--- src/rtl/btn_debounce_repeat_pkg.sv ---
// btn_debounce_repeat_pkg: state encodings, default 100 MHz cycle counts, bench-sized cycle counts and max3 helper for counter sizing (BTN_AUTO_REPEAT_EN)
package btn_debounce_repeat_pkg;
  localparam logic [2:0] ST_IDLE         = 3'd0;
  localparam logic [2:0] ST_PRESS_WAIT   = 3'd1;
  localparam logic [2:0] ST_HELD         = 3'd2;
  localparam logic [2:0] ST_REPEAT       = 3'd3;
  localparam logic [2:0] ST_RELEASE_WAIT = 3'd4;
  localparam int DEF_DEBOUNCE_CYC     = 1_000_000;
  localparam int DEF_REPEAT_DELAY_CYC = 50_000_000;
  localparam int DEF_REPEAT_RATE_CYC  = 10_000_000;
  localparam int SIM_DEBOUNCE_CYC     = 4;
  localparam int SIM_REPEAT_DELAY_CYC = 20;
  localparam int SIM_REPEAT_RATE_CYC  = 8;
  function automatic int max3(input int a, input int b, input int c);
    int m;
    m = (a > b) ? a : b;
    return (m > c) ? m : c;
  endfunction
endpackage

--- src/rtl/btn_debounce_ch.sv ---
// btn_debounce_ch: one channel -- clk, reset (async, active-high), btn_in raw -> 2-FF sync, debounce/repeat FSM, registered btn_level/btn_pulse/btn_release; repeat state only with BTN_AUTO_REPEAT_EN
module btn_debounce_ch
  import btn_debounce_repeat_pkg::*;
#(
  parameter int DEBOUNCE_CYC = DEF_DEBOUNCE_CYC,
`ifdef BTN_AUTO_REPEAT_EN
  parameter int REPEAT_DELAY_CYC = DEF_REPEAT_DELAY_CYC,
  parameter int REPEAT_RATE_CYC = DEF_REPEAT_RATE_CYC,
  parameter int CNT_W = $clog2(max3(DEBOUNCE_CYC, REPEAT_DELAY_CYC, REPEAT_RATE_CYC))
`else
  parameter int CNT_W = $clog2(DEBOUNCE_CYC)
`endif
) (
  input  logic clk,
  input  logic reset,
  input  logic btn_in,
  output logic btn_level,
  output logic btn_pulse,
  output logic btn_release
);
  localparam logic [CNT_W-1:0] DEB_LAST = CNT_W'(DEBOUNCE_CYC - 1);
`ifdef BTN_AUTO_REPEAT_EN
  localparam logic [CNT_W-1:0] DLY_LAST = CNT_W'(REPEAT_DELAY_CYC - 1);
  localparam logic [CNT_W-1:0] RATE_LAST = CNT_W'(REPEAT_RATE_CYC - 1);
`endif
  logic [1:0] sync_q, sync_d;
  logic [2:0] state_q, state_d;
  logic [CNT_W-1:0] cnt_q, cnt_d;
  logic level_q, level_d, pulse_q, pulse_d, release_q, release_d;
  logic s;
  assign s = sync_q[1];
  assign sync_d = {sync_q[0], btn_in};
  assign btn_level = level_q;
  assign btn_pulse = pulse_q;
  assign btn_release = release_q;
  always_ff @(posedge clk or posedge reset) begin
    if (reset) begin
      sync_q <= '0;
      state_q <= ST_IDLE;
      cnt_q <= '0;
      level_q <= 1'b0;
      pulse_q <= 1'b0;
      release_q <= 1'b0;
    end else begin
      sync_q <= sync_d;
      state_q <= state_d;
      cnt_q <= cnt_d;
      level_q <= level_d;
      pulse_q <= pulse_d;
      release_q <= release_d;
    end
  end
  always_comb begin
    state_d = state_q;
    cnt_d = cnt_q + 1'b1;
    case (state_q)
      ST_IDLE: begin
        cnt_d = '0;
        state_d = s ? ST_PRESS_WAIT : ST_IDLE;
      end
      ST_PRESS_WAIT: begin
        if (!s || cnt_q == DEB_LAST) cnt_d = '0;
        if (!s) state_d = ST_IDLE;
        else if (cnt_q == DEB_LAST) state_d = ST_HELD;
      end
`ifdef BTN_AUTO_REPEAT_EN
      ST_HELD: begin
        if (!s || cnt_q == DLY_LAST) cnt_d = '0;
        if (!s) state_d = ST_RELEASE_WAIT;
        else if (cnt_q == DLY_LAST) state_d = ST_REPEAT;
      end
      ST_REPEAT: begin
        if (!s || cnt_q == RATE_LAST) cnt_d = '0;
        if (!s) state_d = ST_RELEASE_WAIT;
      end
`else
      ST_HELD: begin
        cnt_d = '0;
        state_d = s ? ST_HELD : ST_RELEASE_WAIT;
      end
`endif
      ST_RELEASE_WAIT: begin
        if (s || cnt_q == DEB_LAST) cnt_d = '0;
        if (s) state_d = ST_HELD;
        else if (cnt_q == DEB_LAST) state_d = ST_IDLE;
      end
      default: begin
        state_d = ST_IDLE;
        cnt_d = '0;
      end
    endcase
  end
  always_comb begin
    level_d = (state_d == ST_HELD) || (state_d == ST_REPEAT) || (state_d == ST_RELEASE_WAIT);
    release_d = (state_q == ST_RELEASE_WAIT) && (state_d == ST_IDLE);
`ifdef BTN_AUTO_REPEAT_EN
    pulse_d = ((state_q == ST_PRESS_WAIT) && (state_d == ST_HELD)) || ((state_d == ST_REPEAT) && (cnt_d == '0));
`else
    pulse_d = (state_q == ST_PRESS_WAIT) && (state_d == ST_HELD);
`endif
  end
endmodule

--- src/rtl/btn_debounce_repeat.sv ---
// btn_debounce_repeat: N_BTN independent channels -- clk, reset (async, active-high), btn_in[N_BTN] raw -> btn_level/btn_pulse/btn_release[N_BTN]; hold-to-repeat with BTN_AUTO_REPEAT_EN
module btn_debounce_repeat
  import btn_debounce_repeat_pkg::*;
#(
  parameter int N_BTN = 2,
  parameter int DEBOUNCE_CYC = DEF_DEBOUNCE_CYC,
  parameter int REPEAT_DELAY_CYC = DEF_REPEAT_DELAY_CYC,
  parameter int REPEAT_RATE_CYC = DEF_REPEAT_RATE_CYC,
`ifdef BTN_AUTO_REPEAT_EN
  parameter int CNT_W = $clog2(max3(DEBOUNCE_CYC, REPEAT_DELAY_CYC, REPEAT_RATE_CYC))
`else
  parameter int CNT_W = $clog2(DEBOUNCE_CYC)
`endif
) (
  input  logic             clk,
  input  logic             reset,
  input  logic [N_BTN-1:0] btn_in,
  output logic [N_BTN-1:0] btn_level,
  output logic [N_BTN-1:0] btn_pulse,
  output logic [N_BTN-1:0] btn_release
);
`ifndef BTN_AUTO_REPEAT_EN
  localparam int unused_repeat_cfg = REPEAT_DELAY_CYC + REPEAT_RATE_CYC;
`endif
  for (genvar i = 0; i < N_BTN; i++) begin : g_ch
    btn_debounce_ch #(
      .DEBOUNCE_CYC(DEBOUNCE_CYC),
`ifdef BTN_AUTO_REPEAT_EN
      .REPEAT_DELAY_CYC(REPEAT_DELAY_CYC),
      .REPEAT_RATE_CYC(REPEAT_RATE_CYC),
`endif
      .CNT_W(CNT_W)
    ) u_ch (
      .clk(clk),
      .reset(reset),
      .btn_in(btn_in[i]),
      .btn_level(btn_level[i]),
      .btn_pulse(btn_pulse[i]),
      .btn_release(btn_release[i])
    );
  end
endmodule

--- config.mk ---
export PLATFORM = sky130hd
export DESIGN_NAME = btn_debounce_repeat
export DESIGN_NICKNAME = d
export VERILOG_FILES = /design/src/rtl/btn_debounce_repeat_pkg.sv /design/src/rtl/btn_debounce_ch.sv /design/src/rtl/btn_debounce_repeat.sv
export SDC_FILE = /design/constraint.sdc
export NUM_CORES = 1
export LEC_CHECK = 0
export ABC_AREA = 1
export CAP_MARGIN = 20
export CORE_ASPECT_RATIO = 2
export CORE_MARGIN = 5
export CORE_UTILIZATION = 60
export DETAILED_ROUTE_END_ITERATION = 12
export GPL_TIMING_DRIVEN = 0
export PLACE_DENSITY = 0.78
export RECOVER_POWER = 50
export SLEW_MARGIN = 10
export SYNTH_ARGS = -nofsm -noshare
export SYNTH_HDL_FRONTEND = slang
export SYNTH_SLANG_ARGS = --single-unit
--- constraint.sdc ---
create_clock -name clk -period 2.5 [get_ports clk]
set_clock_uncertainty 0.2 [all_clocks]
set_input_delay 0.5 -clock clk [delete_from_list [all_inputs] [get_ports clk]]
set_output_delay 0.5 -clock clk [all_outputs]
set_load 0.005 [all_outputs]
==> out/metrics.csv <==
metric;value;unit
Post-DRT Antenna Nets;0;
gr usage total;21.7;%
CP Max Fanout;10;
largest area contributor in the synthesized netlist;dfrtp_1;
EDFF count, synth;0;
combinational power share;6.8;%
first-pass GRT wire length;12300;µm
R2R Setup Slk;490;ps
final core occ;67.0;%
Worst Path Arrival;2010;ps
routed len/inst;14.0;µm
initial core utilization;61.1;%
synth cell count leaders;nand2_1, nor2_1, inv_1, dfrtp_1, nand3_1;
minimum clock period after layout;2010;ps
DR vias;2705;
Total Routed Length;7200;µm
hold_buf cts;0;
switch share;22.3;%
Synth Instances;436;
share of post-route cells with drive strength above 1;11.7;%
WP data required;2500;ps
Clock Latency Late Sink;310;ps
count leader, synth;nand2_1;
I/O Pins;10;
Slew @ Worst Pin;960;ps
cell count after placement;506;
Routability Congestion;0.944;
Yosys top cell area share;42.7;%
Remaining Overflow, GRT;0;
clock sink count;56;
Psw;387;µW
Area Growth Syn to Fin;9.56;%
Resized Gates After CTS;0;
full die area;7140;µm²
number of global-route vias before repair;2756;
synth warn;0;
Crit. End Element;flip-flop;
sequential share of power;53.6;%
Port Buffers;9;
DRC;0;
total power;1740;µW
largest net degree at the start of global routing;33;
period utilization;80.4;%
antenna violations before repair;0;
Initial DRT Pass Iterations;4;
Seq cells post-synth;56;
CTS tree;yes;
number of max-cap violations;0;
maximum root-to-sink buffer count;2;
Chip Width;62.3;µm
critical path class;flip-flop to flip-flop;
Critical Path Start Type;flip-flop;
leakage power;0.00157;µW
Non-Filler Instances;513;
hold crit path type;flip-flop to flip-flop;
initial detailed-routing violation count;99;
hold_ws;166;ps
Pins Over Slew Limit;0;
worst rel slew slack;35.9;%
Synth area leaders;dfrtp_1, nand2_1, nor2_1, inv_1, nand3_1;
postcts setup bufs;0;
total negative slack;0;ps
async set-or-reset flop fraction in the synthesized netlist;100;%
register area share after synthesis;42.7;%
Int Power;1350;µW
row count;38;
core area;5370;µm²
Worst-path clk slew;90;ps
Peak VDD IR;0.000541;V
Main synth FF type;dfrtp_1;
pwr dens;482;nW/µm²
mean area per synthesized cell;7.53;µm²
Post-layout nets;459;
Distinct cells, synth;29;
Final setup viols;0;
Vert. Die Dim;115;µm
Antenna Diode Count;0;
CTS root buf;clkbuf_8;
via/cell ratio;5.27;
Final Hold Fails;0;
status;completed;
mapped cell area;3280;µm²
RSZ-0062 raised after global routing;false;
H-tree levels;2;
Detailed Place HPWL;5540;µm
fmax;0.497;GHz
clock network power share;39.6;%
clock buffer count from CTS;5;
syn nets;442;
-- power groups by stage --
stage	registers, µW	clock network [µW]	logic, µW
2_1_floorplan	944	0	89.3
3_3_place_gp	947	0	112
3_5_place_dp	948	0	121
4_1_cts	930	708	122
5_1_grt	932	741	134
6_report	930	688	119
-- metal layers --
layer  vias to the layer above  GRT usage, %  part of all wire [%]
met5                         -             0                     0
li1                       1386             -                     -
met3                        18          2.75                   1.4
met4                         0          12.2                   4.4
met2                        34          42.1                    58
met1                      1267          21.4                    36
-- layout by cell type (no fill, tap or decap), drive strengths merged --
cell type | Yosys | routed
buf | 10 | 11
or2 | 1 | 1
nand3 | 42 | 42
clkbuf | 0 | 5
clkdlybuf4s50 | 0 | 6
xnor2 | 5 | 5
o22ai | 1 | 1
o21ai | 7 | 7
dlygate4sd3 | 0 | 3
inv | 60 | 60
nand4 | 10 | 10
a21oi | 21 | 21
bufinv | 0 | 2
dfrtp | 56 | 56
nor2 | 92 | 92
ha | 2 | 2
nor3 | 8 | 8
xor2 | 15 | 15
nand2 | 104 | 104
and2 | 1 | 1
o21bai | 1 | 1
-- state kept, by name, summed over array words and instances (netlist names) --
signal / count
g_ch.u_ch.btn_pulse: 2
g_ch.u_ch.cnt_q: 40
g_ch.u_ch.sync_q: 4
g_ch.u_ch.btn_release: 2
g_ch.u_ch.state_q: 6
g_ch.u_ch.btn_level: 2
-- final timing paths --
check	start	endpoint	depth (start not counted)
worst max-delay path	g_ch[0].u_ch.cnt_q[0]$_DFF_PP0_	g_ch[0].u_ch.cnt_q[6]$_DFF_PP0_	7
worst min-delay path	g_ch[0].u_ch.sync_q[0]$_DFF_PP0_	g_ch[0].u_ch.sync_q[1]$_DFF_PP0_	0
worst max register to register	g_ch[0].u_ch.cnt_q[0]$_DFF_PP0_	g_ch[0].u_ch.cnt_q[6]$_DFF_PP0_	7
worst min register to register	g_ch[0].u_ch.sync_q[0]$_DFF_PP0_	g_ch[0].u_ch.sync_q[1]$_DFF_PP0_	0
max in group asynchronous	reset	g_ch[1].u_ch.btn_level$_DFF_PP0_	3
min in group asynchronous	reset	g_ch[0].u_ch.cnt_q[13]$_DFF_PP0_	2
-- cell type report --
cell class	count	area (µm²)
well taps	60	75.1
clock inverters	2	60.1
inverters	60	225
plain buffers	10	95.1
multi-input cells	310	1560
repair buffers	10	110
flip-flops and latches	56	1400
clock buffers	5	68.8
fillers	468	1770
-- per-stage QoR --
stage / instance area (µm²) / setup slack, ps
final: 3600 / 489
after global routing: 3600 / 305
after CTS: 3600 / 477
after detailed placement: 3470 / 494
after global placement: 3450 / -528
after floorplan: 3280 / 429
-- critical path: stages (launching register included) --
cell	delay, ps
dfrtp_1	490
ha_1	320
nand3_2	170
nor2_2	180
nand3_2	130
o21ai_4	190
buf_12	200
nor2_2	40
-- kinds of logic after synthesis --
family | count (synthesis) | synth area share [%]
AND/OR/NAND/NOR | 258 | 36.3
buffers and inverters | 70 | 9.75
flip-flops | 56 | 42.7
AO/OA/AOI/OAI | 30 | 5.14
XOR/XNOR | 20 | 5.33
adder cells (fa/ha/maj) | 2 | 0.762
Power figures use the tool's default switching activity.
